[src/rtl/ram_arbiter.sv]
// ram_arbiter: shares one single-port RAM between cNumReq requesters.
// Requests are arbitrated round-robin and driven to the RAM as a registered
// command; read data is steered back to the issuing requester with a
// fixed-latency tag pipeline that is cRamLat+1 entries deep.
// Build option: define RAM_ARB_FIXED_PRIO_EN for fixed priority (lowest
// valid index wins, no rotating pointer). The default build is round-robin.
module ram_arbiter #(
    parameter int unsigned cNumReq = 2,
    parameter int unsigned cAddrW  = 5,
    parameter int unsigned cDataW  = 8,
    parameter int unsigned cRamLat = 1
) (
    input  logic                      iClk,
    input  logic                      iRst,
    input  logic [cNumReq-1:0]        iReqValid,
    input  logic [cNumReq-1:0]        iReqWEn,
    input  logic [cNumReq*cAddrW-1:0] iReqAddr,
    input  logic [cNumReq*cDataW-1:0] iReqData,
    output logic [cNumReq-1:0]        oReqReady,
    output logic                      oRamEn,
    output logic                      oRamWEn,
    output logic [cAddrW-1:0]         oRamAddr,
    output logic [cDataW-1:0]         oRamData,
    input  logic                      iRamDv,
    input  logic [cAddrW-1:0]         iRamAddr,
    input  logic [cDataW-1:0]         iRamData,
    output logic [cNumReq-1:0]        oRspValid,
    output logic [cAddrW-1:0]         oRspAddr,
    output logic [cDataW-1:0]         oRspData,
    output logic                      oErr
);

    localparam int unsigned cIdxW     = (cNumReq > 1) ? $clog2(cNumReq) : 1;
    localparam int unsigned cTagDepth = cRamLat + 1;
    localparam int unsigned cTagLast  = cRamLat;

    // ------------------------------------------------------------------
    // Arbitration
    // ------------------------------------------------------------------
    logic [cNumReq-1:0] grant_c;
    logic [cIdxW-1:0]   gnt_idx_c;
    logic [cIdxW-1:0]   cand_c;
    logic               xfer_c;
    logic               gnt_wen_c;
    logic [cAddrW-1:0]  gnt_addr_c;
    logic [cDataW-1:0]  gnt_data_c;

`ifdef RAM_ARB_FIXED_PRIO_EN
    // Fixed priority: the lowest-indexed valid requester always wins.
    always_comb begin
        grant_c   = '0;
        gnt_idx_c = '0;
        cand_c    = '0;
        for (int unsigned k = 0; k < cNumReq; k++) begin
            cand_c = cIdxW'(k);
            if ((grant_c == '0) && iReqValid[cand_c]) begin
                grant_c[cand_c] = 1'b1;
                gnt_idx_c       = cand_c;
            end
        end
    end
`else
    logic [cIdxW-1:0] rr_ptr_q;
    logic [cIdxW-1:0] rr_ptr_d;

    // Round-robin: search from rr_ptr_q upward, wrapping modulo cNumReq.
    always_comb begin
        grant_c   = '0;
        gnt_idx_c = '0;
        cand_c    = '0;
        for (int unsigned k = 0; k < cNumReq; k++) begin
            cand_c = cIdxW'((32'(rr_ptr_q) + k) % cNumReq);
            if ((grant_c == '0) && iReqValid[cand_c]) begin
                grant_c[cand_c] = 1'b1;
                gnt_idx_c       = cand_c;
            end
        end
    end

    // Pointer moves to the requester after the one just served.
    always_comb begin
        rr_ptr_d = rr_ptr_q;
        if (xfer_c) begin
            if ((32'(gnt_idx_c) + 32'd1) >= cNumReq) begin
                rr_ptr_d = '0;
            end else begin
                rr_ptr_d = gnt_idx_c + cIdxW'(1);
            end
        end
    end

    // Round-robin pointer register.
    always_ff @(posedge iClk or posedge iRst) begin
        if (iRst) begin
            rr_ptr_q <= '0;
        end else begin
            rr_ptr_q <= rr_ptr_d;
        end
    end
`endif

    // Grant is only offered outside reset so every output reads 0 in reset.
    assign oReqReady = iRst ? '0 : grant_c;
    assign xfer_c    = (|grant_c) & ~iRst;

    // Select the granted requester's command fields.
    always_comb begin
        gnt_wen_c  = iReqWEn[gnt_idx_c];
        gnt_addr_c = iReqAddr[32'(gnt_idx_c) * cAddrW +: cAddrW];
        gnt_data_c = iReqData[32'(gnt_idx_c) * cDataW +: cDataW];
    end

    // ------------------------------------------------------------------
    // Registered RAM command
    // ------------------------------------------------------------------
    logic              ram_en_q,   ram_en_d;
    logic              ram_wen_q,  ram_wen_d;
    logic [cAddrW-1:0] ram_addr_q, ram_addr_d;
    logic [cDataW-1:0] ram_data_q, ram_data_d;

    // Issue the granted command next cycle; address and data hold when idle.
    always_comb begin
        ram_en_d   = xfer_c;
        ram_wen_d  = xfer_c & gnt_wen_c;
        ram_addr_d = ram_addr_q;
        ram_data_d = ram_data_q;
        if (xfer_c) begin
            ram_addr_d = gnt_addr_c;
            ram_data_d = gnt_data_c;
        end
    end

    // Command register.
    always_ff @(posedge iClk or posedge iRst) begin
        if (iRst) begin
            ram_en_q   <= 1'b0;
            ram_wen_q  <= 1'b0;
            ram_addr_q <= '0;
            ram_data_q <= '0;
        end else begin
            ram_en_q   <= ram_en_d;
            ram_wen_q  <= ram_wen_d;
            ram_addr_q <= ram_addr_d;
            ram_data_q <= ram_data_d;
        end
    end

    assign oRamEn   = ram_en_q;
    assign oRamWEn  = ram_wen_q;
    assign oRamAddr = ram_addr_q;
    assign oRamData = ram_data_q;

    // ------------------------------------------------------------------
    // Tag pipeline: one entry per cycle, valid only for read transfers
    // ------------------------------------------------------------------
    logic             tag_v_q  [cTagDepth];
    logic             tag_v_d  [cTagDepth];
    logic [cIdxW-1:0] tag_id_q [cTagDepth];
    logic [cIdxW-1:0] tag_id_d [cTagDepth];

    // Push the current transfer's tag and shift older tags toward the output.
    always_comb begin
        tag_v_d[0]  = xfer_c & ~gnt_wen_c;
        tag_id_d[0] = gnt_idx_c;
        for (int unsigned i = 1; i < cTagDepth; i++) begin
            tag_v_d[i]  = tag_v_q[i-1];
            tag_id_d[i] = tag_id_q[i-1];
        end
    end

    // Tag shift register; cleared on reset so in-flight reads are dropped.
    always_ff @(posedge iClk or posedge iRst) begin
        if (iRst) begin
            for (int unsigned i = 0; i < cTagDepth; i++) begin
                tag_v_q[i]  <= 1'b0;
                tag_id_q[i] <= '0;
            end
        end else begin
            for (int unsigned i = 0; i < cTagDepth; i++) begin
                tag_v_q[i]  <= tag_v_d[i];
                tag_id_q[i] <= tag_id_d[i];
            end
        end
    end

    // ------------------------------------------------------------------
    // Response routing and protocol checking
    // ------------------------------------------------------------------
    logic               tag_out_v_c;
    logic               rsp_hit_c;
    logic [cNumReq-1:0] rsp_valid_c;
    logic               err_q, err_d;

    assign tag_out_v_c = tag_v_q[cTagLast];

    // Steer RAM return data to the tagged requester when tag and dv agree.
    always_comb begin
        rsp_valid_c = '0;
        rsp_hit_c   = iRamDv & tag_out_v_c & ~iRst;
        if (rsp_hit_c) begin
            rsp_valid_c[tag_id_q[cTagLast]] = 1'b1;
        end
    end

    assign oRspValid = rsp_valid_c;
    assign oRspAddr  = rsp_hit_c ? iRamAddr : '0;
    assign oRspData  = rsp_hit_c ? iRamData : '0;

    // Any disagreement between the RAM data-valid and the expected tag is sticky.
    always_comb begin
        err_d = err_q | (iRamDv ^ tag_out_v_c);
    end

    // Error flag register; only reset clears it.
    always_ff @(posedge iClk or posedge iRst) begin
        if (iRst) begin
            err_q <= 1'b0;
        end else begin
            err_q <= err_d;
        end
    end

    assign oErr = err_q;

endmodule

[config.mk]
export PLATFORM = sky130hd
export DESIGN_NAME = ram_arbiter
export DESIGN_NICKNAME = d
export VERILOG_FILES = /design/src/rtl/ram_arbiter.sv
export SDC_FILE = /design/constraint.sdc
export NUM_CORES = 1
export LEC_CHECK = 0
export CAP_MARGIN = 40
export CORE_MARGIN = 2
export CORE_UTILIZATION = 30
export CTS_CLUSTER_SIZE = 25
export DETAILED_ROUTE_END_ITERATION = 10
export PLACE_DENSITY = 0.81
export SYNTH_ARGS = -nofsm -noshare
export SYNTH_HDL_FRONTEND = slang
export SYNTH_SLANG_ARGS = --single-unit
[constraint.sdc]
create_clock -name iClk -period 1.9 [get_ports iClk]
set_input_delay 0.57 -clock iClk [delete_from_list [all_inputs] [get_ports iClk]]
set_output_delay 0.57 -clock iClk [all_outputs]
set_load 0.05 [all_outputs]
==> results of run 1 <==
-- registers in the layout, indices dropped and copies added, names as in the netlist --
signal and flops:
tag_id_q 1, oRamAddr 5, oRamData 8, oRamEn 1, oErr 1, oRamWEn 1, rr_ptr_q 1, tag_id_d 1
tag_v_d 1, tag_out_v_c 1
-- cells in the final DEF (no fill, tap or decap), types with 2 or more instances in the layout --
cell,count
buf_12,17
and2_4,14
clkbuf_4,3
o21ai_1,3
o21ai_0,11
nand3_1,14
a31oi_1,13
nor2_1,14
buf_6,2
buf_4,24
nor2b_4,2
buf_2,2
clkdlybuf4s50_1,41
dfrtp_1,21
-- power groups by stage --
stage | sequential, mW | combinational [mW] | clock (mW)
3_5_place_dp | 0.538 | 0.561 | 0
5_1_grt | 0.536 | 0.593 | 0.238
2_1_floorplan | 0.688 | 0.168 | 0
6_report | 0.529 | 0.558 | 0.212
3_3_place_gp | 0.535 | 0.556 | 0
4_1_cts | 0.530 | 0.571 | 0.227
-- cell type report --
class	count	area, um^2	share of cell area
clock buffer	4	26.28	0.01223
multi-input combinational	82	528.0	0.2458
tap	46	57.56	0.02679
inverter	3	17.52	0.008154
sequential	21	525.5	0.2446
timing repair buffer	89	993.5	0.4624
-- metrics by stage --
| step | setup TNS (ns) | power, mW | hold WS (ns) | cells | worst slack (ns) |
|---|---|---|---|---|---|
| after floorplan | -0.04320 | 0.8553 | 0.3312 | 114 | -0.04320 |
| after global placement | -10.96 | 1.091 | 0.3321 | 240 | -0.4738 |
| after detailed placement | -11.08 | 1.099 | 0.3450 | 240 | -0.4754 |
| after CTS | -2.780 | 1.328 | 0.3728 | 247 | -0.2009 |
| after global routing | -1.892 | 1.367 | 0.3775 | 245 | -0.1577 |
| final | -0.6944 | 1.298 | 0.3663 | 245 | -0.06610 |
-- routing by layer --
metal  up-vias  routed length [um]  global-route usage
met5         -                   0                   0
met4         0                  14             0.04891
met3         2                 269             0.03873
met2        53                1643              0.3034
met1       513                1379              0.2201
li1        563                   -                   -
-- repair_timing --
action,4_1_cts,5_1_grt
resized for setup,21,2
pin swaps,15,2
setup endpoints to repair,17,16
cloned,1,0
buffers inserted,2,0
-- worst paths after layout --
check	start	end
worst max-delay path	iRamDv	oRspValid[0]
worst min-delay path	tag_v_d[0]	tag_out_v_c
worst max register to register	rr_ptr_q	tag_v_d[0]
worst min register to register	tag_v_d[0]	tag_out_v_c
max in group asynchronous	iRst	tag_id_q[0]
min in group asynchronous	iRst	oRamData[6]
-- cells by family (layout without fill, tap and decap cells) --
family          after synthesis  count (layout)
fa+ha+maj                     1               1
flops                        21              21
simple gates                 51              51
compound gates               30              30
buf+inv                      11              96
==> results.ini, run 1 <==
[die]
io_pins = 79
die_h_um = 63.89
die-area_um2 = 4082
start_util = 0.3175
core-area_um2 = 3390
rows = 21
die_x_um = 63.89

[critical_path]
criticalPathCategory = in2out
reg2reg_depth = 4
cp_common_cell = nor2b_4
cp.buffers_inverters = 3
worstPathMaxFanout = 8
rrSetupSlack_ns = 0.58
crit_cells = 6
critical_path.cell_chain = buf_2, ha_2, nor2b_4, buf_6, nor2b_4, buf_12
worst_setup_path_start_kind = input pin
critical_path_arrival_ns = 1.40
cp_slowest_cell = nor2b_4
critPathCaptureType = primary output
critPathMaxStageDelay_ns = 0.16
worstPathRequired_ns = 1.33
worst_path_dominant_cell_family = buffers and inverters

[clock_network]
clkTransAtPathRegs_ns = 0.11
ctsHtreeMaxLevel = 1
cts_buffers = 3
cts_tree = done
clockBufferDepth = 2
clk_latency_ns = 0.30
cts_root_buf = clkbuf_4
cts_num_sinks = 21
hold_buffers = 0

[power]
power_leakage_nw = 0.9086
max-vdd-ir-drop_mv = 0.3853
power_density_nw_per_um2 = 604.3
p_comb_frac = 0.430
intPower_uw = 819.0
switching_power_uw = 479.3
clkPwrFrac = 0.163
swShare = 0.3692
pwr-share-seq = 0.407

[drt]
routedWlPerCell_um = 13.49
avgViaCountPerCell = 4.616
drtIter0Drc = 22
vias = 1131
ant_nets = 0
drtPass1Iterations = 4
drc = 0
drt-total-wl_um = 3306

[synth]
synth_top_family_by_area = simple AND/OR/NAND/NOR gates
ys.flop_type = dfrtp_1
yosysTopAreaCellShare = 0.4884
postSynth.asyncResetShare = 1.000
yosysSeqAreaShare = 0.4884
yosys.area.top_type = dfrtp_1
synth-adder-area-share = 0.01163
synth_compound_area_frac = 0.1674
synth_edf_count = 0
synth-xor-area-share = 0
yosysWarnings = 0
syn-num-nets = 161
ys_types = 26
syn_area_um2 = 1076
syn_inst = 114
syn_area_per_cell_um2 = 9.439
synth_seq_cells = 21
synth.most_common_cell = dfrtp_1
synth.area.top_cells = dfrtp_1 49%, and2_1 8.1%, a31oi_1 7.6%, nand3_1 6.5%, o21ai_0 5.1%
muxShareOfSynthArea = 0
yosys.area_share.simple = 0.2488
synth_commonest_cells = 21 x dfrtp_1, 14 x and2_1, 14 x nand3_1, 14 x nor2_1, 13 x a31oi_1

[place]
postPlaceCellArea_um2 = 2110
post-dp-hpwl_um = 2479
place.gp.congestion = 0.7209
port_buffers = 78

[timing]
setup_viol = 15
fmax_mhz = 508.6
fin_crit_sh = 1.035
fin_ws_ns = -0.06610
final_hold_viol_count = 0
rsz0062_at_grt = yes
slew_viol_final = 0
worst_pin_slew_ns = 0.3020
relSlewSlack = 0.7987
post-route-min-period_ns = 1.966
skew_ns = 0.004692

[status]
status = finished, violations left
violations = negative setup slack

[finish]
drive_gt1_frac = 0.3719
fillers = 284
final_util = 0.6338
diodes = 0
layout.nets = 247
syn2layout_area_growth_pct = 99.65
design_area_um2 = 2148

[min_path]
hold_depth = 0
worstHoldPathType = reg2reg

[grt]
antenna_found_initial = 0
grt_pass1_wl_um = 5658
grt_usage = 0.1760
grt_max_degree = 29
overflow = 0
grt_pass1_vias = 1173

[flow_run]
cap_violations = 0

(Power assumes the default switching activity.)
==> inputs of run 2 (changes only) <==
- ABC_AREA: not set -> 1
- CELL_PAD_IN_SITES_DETAIL_PLACEMENT: not set -> 1
- CELL_PAD_IN_SITES_GLOBAL_PLACEMENT: not set -> 1
- CORE_UTILIZATION: 30 -> 23
- CTS_CLUSTER_SIZE: 25 -> 24
- PLACE_DENSITY: 0.81 -> 0.82
==> results.ini, run 2 <==
[die]
core-area_um2 = 5540  ; +63%
die-area_um2 = 6402  ; +57%
start_util = 0.2398  ; -0.07762
die_h_um = 80.01  ; +25%
io_pins = 79  ; unchanged
die_x_um = 80.01  ; +25%
rows = 27  ; +29%

[finish]
drive_gt1_frac = 0.5057  ; +0.1339
layout_commonest_cell = buf_4
multi_input_area_um2 = 755.7  ; +43%
final_util = 0.4738  ; -0.1600
diodes = 0  ; unchanged
layout.nets = 309  ; +25%
final_cells = 333  ; +36%
syn2layout_area_growth_pct = 97.55
fillers = 649  ; +130%
register_area_um2 = 525.5  ; unchanged
design_area_um2 = 2625  ; +22%
final_cell_mix = 32 x buf_4, 28 x inv_1, 28 x clkdlybuf4s50_1
largest_reg_flops = 8  ; unchanged

[power]
pwr-share-seq = 0.355  ; -0.052
intPower_uw = 921.1  ; +12%
power_leakage_nw = 1.332  ; +47%
power_density_nw_per_um2 = 577.9  ; -4.4%
clkPwrFrac = 0.192  ; +0.029
swShare = 0.3928  ; +0.02368
p_comb_frac = 0.453  ; +0.023
switching_power_uw = 596.0  ; +24%
totalPowerFinal_mw = 1.517  ; +17%
max-vdd-ir-drop_mv = 0.3141  ; -18%

[clock_network]
cts_root_buf = clkbuf_8
cts_tree = done
clockBufferDepth = 2  ; unchanged
cts_num_sinks = 21  ; unchanged
cts_buffers = 3  ; unchanged
clkTransAtPathRegs_ns = 0.07  ; -0.04 ns
clk_latency_ns = 0.26  ; -0.04 ns
hold_buffers = 0  ; unchanged
ctsHtreeMaxLevel = 1  ; unchanged

[synth]
syn_area_um2 = 1329  ; +23%
postSynth.asyncResetShare = 1.000  ; unchanged
syn_inst = 168  ; +47%
yosysTopAreaCellShare = 0.3955  ; -0.09289
syn_area_per_cell_um2 = 7.909  ; -16%
yosysSeqAreaShare = 0.3955  ; -0.09289
ys_types = 19  ; -27%
syn-num-nets = 215  ; +34%
synth.area.top_cells = dfrtp_1 40%, nand3_2 14%, inv_1 12%, nand2_2 8.0%, nand2_1 7.6%
yosysWarnings = 0  ; unchanged
yosys.area.top_type = dfrtp_1
synth.most_common_cell = inv_1
synth_commonest_cells = 41 x inv_1, 27 x nand2_1, 21 x dfrtp_1
synth_seq_cells = 21  ; unchanged
synth_edf_count = 0  ; unchanged
ys.flop_type = dfrtp_1

[timing]
rsz0062_at_grt = no
skew_ns = 0.01066  ; +0.005971 ns
fin_ws_ns = 0.03318  ; +0.09927 ns
worst_pin_slew_ns = 0.2842  ; -0.01772 ns
setup_viol = 0  ; -15
relSlewSlack = 0.8105  ; +0.01179
final_hold_viol_count = 0  ; unchanged
post-route-min-period_ns = 1.867  ; -0.09927 ns
slew_viol_final = 0  ; unchanged
fin_crit_sh = 0.9825  ; -0.05225
fmax_mhz = 535.7  ; +5.3%

[place]
port_buffers = 78  ; unchanged
placedCellCount = 325  ; +35%
pre_cts_ws_ns = -0.5157  ; -0.04034 ns
place.gp.congestion = 0.6906  ; -4.2%
postPlaceCellArea_um2 = 2484  ; +18%
post-dp-hpwl_um = 3441  ; +39%

[grt]
grt_pass1_vias = 1512  ; +29%
grt_max_degree = 16  ; -45%
overflow = 0  ; unchanged
grt_usage = 0.1457  ; -0.03023
grt_pass1_wl_um = 7210  ; +27%
antenna_found_initial = 0  ; unchanged

[drt]
dr_wl_met2_um = 2277  ; +39%
drc = 0  ; unchanged
ant_nets = 0  ; unchanged
avgViaCountPerCell = 4.141  ; -10%
routedWlPerCell_um = 13.21  ; -2.1%
drt-total-wl_um = 4399  ; +33%
drtPass1Iterations = 3  ; -1
drtIter0Drc = 25  ; +14%
wl_met3_um = 319  ; +19%
wl_met1_um = 1750  ; +27%
vias = 1379  ; +22%
top_layer_used = met4

[critical_path]
critPathCaptureType = primary output
criticalPathCategory = in2out
worstPathRequired_ns = 1.33  ; about the same
critical_path_arrival_ns = 1.30  ; -0.10 ns
worst_setup_path_start_kind = input pin
worstPathMaxFanout = 8  ; unchanged

[flow_run]
cap_violations = 0  ; unchanged

[min_path]
worstHoldPathType = reg2reg

[status]
status = completed

==> run 2: changes by cell type after synthesis, sizes merged, moves of 3 or more <==
cell | previous run | this run
and2 | 14 | 0
nor2 | 14 | 17
inv | 3 | 44
o21ai | 15 | 2
nand3 | 14 | 27
nand2 | 1 | 47
a31oi | 13 | 0
==> run 2: what timing repair did <==
item / CTS / global route
resized for setup: 36 / 13
endpoints found under the setup margin: 19 / 10
pin swaps: 18 / 9
cloned: 1 / 0
setup buffers: 3 / 0
==> run 2: layout make-up <==
class                           instances  share of cell area
Clock buffer                            4             0.01716
Timing Repair Buffer                   94              0.3947
Tap cell                               72             0.03432
Multi-Input combinational cell         98              0.2879
Sequential cell                        21              0.2002
Inverter                               44             0.06578
==> run 2: path summary, 6_finish.rpt <==
check                             from          end  slack (ns)  depth (start not counted)
max in group asynchronous         iRst      oRamWEn        1.29                          4
min in group asynchronous         iRst  oRamData[7]        0.45                          4
min                        tag_id_d[0]  tag_id_q[0]        0.35                          0
min reg2reg                tag_id_d[0]  tag_id_q[0]        0.35                          0
max reg2reg                   rr_ptr_q   tag_v_d[0]        0.37                          7
max                             iRamDv  oRspData[7]        0.03                          5
==> run 2: critical path: stages <==
cell and delay, ns:
buf_4 0.10, ha_4 0.20, nand2_8 0.13, nor2_4 0.15, buf_12 0.14
==> run 2: cell families after synthesis <==
family / share of synthesized area
DFF: 0.3955
buffers and inverters: 0.1733
and+or+nand+nor: 0.4040
adders and majority gates: 0.009415
AOI/OAI and AO/OA: 0.01789
==> run 2: per-stage QoR <==
| step | setup TNS (ns) | hold slack (ns) |
|---|---|---|
| 2_1_floorplan | 0 | 0.3312 |
| 3_3_place_gp | -10.00 | 0.3339 |
| 3_5_place_dp | -11.03 | 0.3365 |
| 4_1_cts | 0 | 0.3533 |
| 5_1_grt | 0 | 0.3600 |
| 6_report | 0 | 0.3493 |
==> run 2: per-layer routing <==
metal | global-route usage | vias up
li1 | - | 680
met1 | 0.1678 | 643
met2 | 0.2658 | 52
met3 | 0.03281 | 4
met4 | 0.04407 | 0
met5 | 0 | -
==> run 2: power groups by stage <==
stage | sequential (mW) | combinational [mW] | clock (mW)
4_1_cts | 0.540 | 0.698 | 0.298
6_report | 0.539 | 0.687 | 0.291
5_1_grt | 0.545 | 0.735 | 0.320
3_3_place_gp | 0.544 | 0.661 | 0
2_1_floorplan | 0.702 | 0.246 | 0
3_5_place_dp | 0.546 | 0.677 | 0
